===== config.mk =====
export PLATFORM = sky130hd
export DESIGN_NAME = and_gate_tester
export DESIGN_NICKNAME = d
export VERILOG_FILES = /design/src/rtl/and_gate_tester.sv
export SDC_FILE = /design/constraint.sdc
export NUM_CORES = 1
export LEC_CHECK = 0
export CAP_MARGIN = 25
export CORE_MARGIN = 3
export CORE_UTILIZATION = 45
export DETAILED_ROUTE_END_ITERATION = 8
export PLACE_DENSITY = 0.68
export SYNTH_ARGS = -nofsm -noshare
export SYNTH_HDL_FRONTEND = slang
export SYNTH_SLANG_ARGS = --single-unit

===== constraint.sdc =====
create_clock -name clk -period 1.7 [get_ports clk]
set_input_delay 0.51 -clock clk [delete_from_list [all_inputs] [get_ports clk]]
set_output_delay 0.51 -clock clk [all_outputs]
set_load 0.005 [all_outputs]

===== src/rtl/and_gate_tester.sv =====
// Exhaustive tester for a 2-input AND gate: drives all four input vectors,
// waits a programmable settle time, and records which vectors gave a wrong response.
module and_gate_tester #(
  parameter int unsigned SETTLE_CYCLES = 2
) (
  input  logic       clk,
  input  logic       rst_n,
  input  logic       start,
  input  logic       y_in,
  output logic       a_out,
  output logic       b_out,
  output logic       busy,
  output logic       done,
  output logic       pass,
  output logic [2:0] err_count,
  output logic [3:0] fail_vec
);

  localparam logic [2:0] IDLE   = 3'd0;
  localparam logic [2:0] DRIVE  = 3'd1;
  localparam logic [2:0] SETTLE = 3'd2;
  localparam logic [2:0] CHECK  = 3'd3;
  localparam logic [2:0] DONE   = 3'd4;

  localparam logic [3:0] SETTLE_LOAD = 4'(SETTLE_CYCLES);
  localparam logic       SKIP_SETTLE = (SETTLE_CYCLES == 0);
  localparam logic [2:0] ERR_MAX     = 3'd4;

  logic [2:0] state;
  logic [1:0] idx;
  logic [3:0] settle_cnt;
  logic       mismatch;

  assign busy     = (state != IDLE);
  assign mismatch = (y_in != (a_out & b_out));

  // NOTE: reset is sampled on the clock edge (synchronous), and all state
  // uses non-blocking assignments so every register sees pre-edge values.
  always_ff @(posedge clk) begin
    if (!rst_n) begin
      state      <= IDLE;
      idx        <= 2'd0;
      settle_cnt <= 4'd0;
      a_out      <= 1'b0;
      b_out      <= 1'b0;
      done       <= 1'b0;
      pass       <= 1'b0;
      err_count  <= 3'd0;
      fail_vec   <= 4'd0;
    end else begin
      done <= 1'b0;
      case (state)
        IDLE: begin
          a_out <= 1'b0;
          b_out <= 1'b0;
          if (start) begin
            state     <= DRIVE;
            idx       <= 2'd0;
            pass      <= 1'b0;
            err_count <= 3'd0;
            fail_vec  <= 4'd0;
          end
        end
        DRIVE: begin
          a_out <= idx[1];
          b_out <= idx[0];
          if (SKIP_SETTLE) begin
            state <= CHECK;
          end else begin
            settle_cnt <= SETTLE_LOAD;
            state      <= SETTLE;
          end
        end
        SETTLE: begin
          // Leaving on a count of 1 gives exactly SETTLE_CYCLES cycles here.
          settle_cnt <= settle_cnt - 4'd1;
          if (settle_cnt <= 4'd1) state <= CHECK;
        end
        CHECK: begin
          if (mismatch) begin
            fail_vec[idx] <= 1'b1;
            if (err_count != ERR_MAX) err_count <= err_count + 3'd1;
          end
          if (idx == 2'd3) begin
            state <= DONE;
          end else begin
            idx   <= idx + 2'd1;
            state <= DRIVE;
          end
        end
        DONE: begin
          done  <= 1'b1;
          pass  <= (err_count == 3'd0);
          a_out <= 1'b0;
          b_out <= 1'b0;
          state <= IDLE;
        end
        default: state <= IDLE;
      endcase
    end
  end

endmodule


==> results of run 1 <==
## timing repair
item	4_1_cts	5_1_grt
setup buffers	1	2
gates resized for setup	8	10
setup endpoints to repair	6	11
## registers in the layout, indices dropped and copies added (netlist names)
signal and cells:
settle_cnt 4, state 3, pass 1, b_out 1
err_count 3, done 1, idx 2, a_out 1
fail_vec 4
## path summary, 6_finish.rpt
kind / startpoint / endpoint / slack [ns] / cells after the start
worst min register to register: fail_vec[0] / fail_vec[0] / 0.47 / 1
worst min-delay path: fail_vec[0] / fail_vec[0] / 0.47 / 1
worst max-delay path: start / fail_vec[1] / 0.03 / 4
worst max register to register: state[0] / fail_vec[1] / 0.13 / 4
## layout make-up
type                    count  area, sq um  share of cell area (%)
inverters                  10         37.5                    2.78
well taps                  28         35.0                    2.60
repair buffers             27          245                    18.2
clock buffers               3         22.5                    1.67
flip-flops and latches     20          412                    30.5
multi-input cells          83          598                    44.3
## cells by family after synthesis
kind of cell,Yosys count
DFF,20
xor gates and xnor gates,1
and+or+nand+nor,42
buffers and inverters,19
AOI/OAI and AO/OA,29
muxes,3
adders and majority gates,8
## where the power goes
group / switching [W] / internal, W
sequential: 0.0000286 / 0.000501
combinational: 0.000160 / 0.000144
clock: 0.000138 / 0.0000825
## metal layers
metal | global-route usage, % | wire [um] | up-vias
li1 | - | - | 480
met1 | 20.3 | 1130 | 425
met2 | 24.2 | 1060 | 12
met3 | 3.50 | 49 | 4
met4 | 6.25 | 30 | 0
met5 | 0 | 0 | -
## worst register-to-register path: stages (launching register included)
cell       delay [ns]
dfxtp_1          0.33
buf_4            0.19
or4b_4           0.62
and2_4           0.21
o2bb2ai_1        0.12
## cell usage in the layout, fill, tap and decap left out, types with 2 or more instances in the layout
cell type | synthesis | routed
a21oi_1 | 8 | 8
a31oi_1 | 2 | 2
a32oi_1 | 2 | 2
and2_1 | 2 | 2
buf_4 | 2 | 12
clkbuf_4 | 0 | 3
clkdlybuf4s50_1 | 0 | 10
dfxtp_1 | 20 | 11
dfxtp_2 | 0 | 9
dlymetal6s2s_1 | 0 | 4
ha_1 | 8 | 8
inv_1 | 10 | 10
mux2i_1 | 3 | 3
nand2_1 | 4 | 4
nand3_1 | 12 | 12
nor2_1 | 7 | 7
nor3b_1 | 2 | 2
nor4b_1 | 3 | 3
o211ai_1 | 2 | 2
o21ai_0 | 4 | 4
o2bb2ai_1 | 3 | 3
## per-stage QoR
step / power, W / hold slack (ns) / setup WS, ns
floorplan: 0.000791 / 0.456 / 0.225
global placement: 0.000844 / 0.447 / -0.248
detailed placement: 0.000854 / 0.450 / -0.276
CTS: 0.00107 / 0.476 / -0.0216
global route: 0.00113 / 0.494 / 0.00219
finish: 0.00105 / 0.469 / 0.0340
==> impl_metrics.ini, run 1 <==
[cells_and_area]
post-route-cell-area_sq_um = 1350
num_antenna_cells = 0
utilization_pct = 59.9
layout-drive-gt1-share_pct = 21.7
syn_to_final_growth_pct = 23.3
fillerInstances = 206
layout.nets = 157
layoutNonFillerInstCount = 171

[clock_tree]
htreeDepth = 1
cts_num_sinks = 20
postCtsHoldBufs = 0
cts_root_buf = clkbuf_4
clock_latency_ns = 0.29
clk_pin_slew_ns = 0.10
cts_buffer_depth = 2
cts_tree = yes
cts_buffers = 3

[logic_synthesis]
synth_common_cells = 20 x dfxtp_1, 12 x nand3_1, 10 x inv_1
yosysTopAreaCell = dfxtp_1
synth_edf_count = 0
synth_top_area_share_pct = 36.6
synth_top_family_by_area = simple AND/OR/NAND/NOR gates
synthesis.nets = 134
async_reset_ff_share_pct = 0
synth_compound_area_share_pct = 18.3
synth_area_sq_um = 1090
synth_seq_cells = 20
ys.flop_type = dfxtp_1
synthCells = 122
yosys.area_share.simple_pct = 23.5
avgSynthCellArea_sq_um = 8.97
yosys_warnings = 0
ys_types = 40
synthAdderAreaFrac_pct = 9.14
synthTopCellsByArea = dfxtp_1 37%, ha_1 9.1%, nand3_1 5.5%
muxShareOfSynthArea_pct = 2.74
synth_seq_area_share_pct = 36.6
yosysMostFrequentCell = dfxtp_1
synth_xor_area_share_pct = 0.800

[drt]
vias = 921
via_per_inst = 5.39
drc = 0
wirelength_mm = 2.27
ant_nets = 0
drtPass1Iterations = 4
first_iter_violations = 14
wire_per_inst_um = 13.3

[timing]
post-route-period-util_pct = 98.0
fmax_ghz = 0.600
fin_crit_ns = 1.67
slew_headroom_pct = 77.7
setup_viol = 0
tightest_slew_ns = 0.329
fin_setup_tns_ns = 0
clock_skew_ns = 0.00374
hold_violations = 0
rsz0062_at_grt = no
drv_slew = 0

[place]
placed_area_sq_um = 1290
dp_cells = 165
portBuffers = 15
gp_congestion = 0.762
hpwlAfterDp_mm = 1.68

[floorplan]
std_cell_rows = 17
start_util_pct = 48.6
die_y_um = 55.3
die_w_um = 55.3
fp.coreArea_sq_um = 2250
die_area_sq_um = 3060
io_pins = 16

[min_path]
min_path_type = reg -> reg

[grt]
grt_overflow = 0
grt_pass1_vias = 892
grt_first_pass_wirelength_mm = 3.91
track_usage_pct = 15.4
grt_max_degree = 19
antenna_found_initial = 0

[setup_path]
critPathLaunchType = input port
slowest_delay_ns = 0.55
crit_family = simple AND/OR/NAND/NOR gates
worstPathCellList = clkdlybuf4s50_1, or4b_4, and2_4, o2bb2ai_1
timing.critical_path.required_ns = 1.89
crit_fanout = 11
critPathKind = in -> reg
arrival_ns = 1.85
crit_path_end_kind = flip-flop
slowest_stage = or4b_4
worst-path-buf-inv = 1

[pwr]
p_per_area_nw_per_um2 = 781
leakagePower_nw = 0.593
ir_drop_mv = 0.516

[outcome]
status = finished clean

[run]
maxCapViolCount = 0
Power figures use the tool's default switching activity.
==> run 2: changes to the inputs <==
--- a/config.mk
+++ b/config.mk
@@ -8,6 +8,7 @@
 export CAP_MARGIN = 25
 export CORE_MARGIN = 3
 export CORE_UTILIZATION = 45
+export CTS_BUF_LIST = sky130_fd_sc_hd__clkbuf_16
 export DETAILED_ROUTE_END_ITERATION = 8
 export PLACE_DENSITY = 0.68
 export SYNTH_ARGS = -nofsm -noshare
==> constraint.sdc (replaced) <==
create_clock -name clk -period 1.7 [get_ports clk]
set_input_delay 0.34 -clock clk [delete_from_list [all_inputs] [get_ports clk]]
set_output_delay 0.34 -clock clk [all_outputs]
set_load 0.005 [all_outputs]
==> run 2 against run 1 <==
  * Hold slack improved by 0.0018 ns
  * Design area rose by 1.3%
  * Worst setup slack improved by 0.12 ns
  * Combinational power fell by 2%
  * Largest cell class unchanged
==> impl_metrics.ini, run 2 (synthesis gave the netlist of run 1 again) <==
[setup_path]
worstPathCellList = or3_1, dlygate4sd2_1
timing.critical_path.required_ns = 1.36
crit_cells = 2
regToRegSetupSlack_ns = 0.25
r2r_start = state[0]
crit_fanout = 3
startpoint = state[2]
slowest_delay_ns = 0.37
slowest_stage = or3_1
worst-path-buf-inv = 1
crit_family = simple AND/OR/NAND/NOR gates
critPathKind = reg -> out
timing.rr.end = fail_vec[1]
crit_end = busy
arrival_ns = 1.21
ff2ff_path_depth = 5
crit_path_end_kind = output port
critPathLaunchType = flip-flop

[cells_and_area]
final_common_cell = dfxtp_1
reg_top3 = fail_vec x4, settle_cnt x4
syn_to_final_growth_pct = 24.9
final_cell_mix = 19 x dfxtp_1, 14 x clkdlybuf4s50_1, 12 x nand3_1
layout-drive-gt1-share_pct = 13.5
post-route-cell-area_sq_um = 1370
layout.nets = 154
num_antenna_cells = 0

[place]
placed_area_sq_um = 1290
hpwlAfterDp_mm = 1.69
portBuffers = 15
gp_congestion = 0.806

[run]
maxCapViolCount = 0

[floorplan]
die_y_um = 55.3
fp.coreArea_sq_um = 2250
die_area_sq_um = 3060
start_util_pct = 48.6
die_w_um = 55.3
std_cell_rows = 17
io_pins = 16

[grt]
antenna_found_initial = 0
grt_first_pass_wirelength_mm = 4.00
track_usage_pct = 16.0
grt_overflow = 0
grt_max_degree = 17
grt_pass1_vias = 889

[clock_tree]
htreeDepth = 1
cts_setup_buffers = 0
cts_resized = 2
clk_pin_slew_ns = 0.06
clock_latency_ns = 0.25
cts_buffers = 3
postCtsHoldBufs = 0
cts_root_buf = clkbuf_16
cts_tree = yes
cts_num_sinks = 20
cts_buffer_depth = 2

[drt]
wire_per_inst_um = 13.4
vias = 933
via_per_inst = 5.52
first_iter_violations = 7
drc = 0
ant_nets = 0
drtPass1Iterations = 4
wirelength_mm = 2.27

[timing]
drv_slew = 0
fin_setup_tns_ns = 0
post-route-period-util_pct = 91.1
hold_violations = 0
slew_headroom_pct = 74.0
tightest_slew_ns = 0.384
timing.hold.ws_ns = 0.470
rsz0062_at_grt = no
setup_viol = 0
clock_skew_ns = 0.00257
fmax_ghz = 0.645
fin_crit_ns = 1.55

[pwr]
leakagePower_nw = 0.524
ir_drop_mv = 0.706
p_per_area_nw_per_um2 = 969

[outcome]
status = finished clean

[min_path]
min_path_type = reg -> reg
## run 2: layout make-up
cell class              count  area (sq um)
fillers                   208           887
multi-input cells          83           598
well taps                  28          35.0
clock buffers               3          75.1
repair buffers             24           216
clock inverters             1          3.75
flip-flops and latches     20           402
inverters                  10          37.5
## run 2: through the flow
| stage | util, % | power (W) | worst slack, ns | instances |
|---|---|---|---|---|
| final | 60.7 | 0.00132 | 0.151 | 169 |
| after global routing | 60.7 | 0.00140 | 0.0914 | 169 |
| after CTS | 60.6 | 0.00133 | 0.128 | 169 |
| after detailed placement | 57.1 | 0.000857 | -0.107 | 165 |
| after global placement | 57.1 | 0.000844 | -0.0764 | 165 |
| after floorplan | - | 0.000791 | 0.374 | 122 |
## run 2: power by group
group | switching, W | internal (W) | total, W | leakage (nW)
logic | 0.000151 | 0.000146 | 0.000297 | 0.323
clock network | 0.000168 | 0.000313 | 0.000481 | 0.0385
registers | 0.0000426 | 0.000504 | 0.000546 | 0.162
total | 0.000362 | 0.000963 | 0.00132 | 0.524
## run 2: how the worst min path moves through the flow
stage | start | end | slack, ns | cells after the start
6_report | fail_vec[2] | fail_vec[2] | 0.47 | 1
5_1_grt | fail_vec[2] | fail_vec[2] | 0.49 | 1
4_1_cts | fail_vec[2] | fail_vec[2] | 0.47 | 1
3_5_place_dp | fail_vec[2] | fail_vec[2] | 0.45 | 1
3_3_place_gp | fail_vec[1] | fail_vec[1] | 0.45 | 1
2_1_floorplan | fail_vec[0] | fail_vec[0] | 0.46 | 1
## run 2: per-layer routing
layer	up-vias	GRT usage [%]	wire length, um
li1	474	-	-
met1	445	21.5	1060
met2	14	25.7	1130
met3	0	3.74	79
met4	0	4.17	0
met5	-	0	0
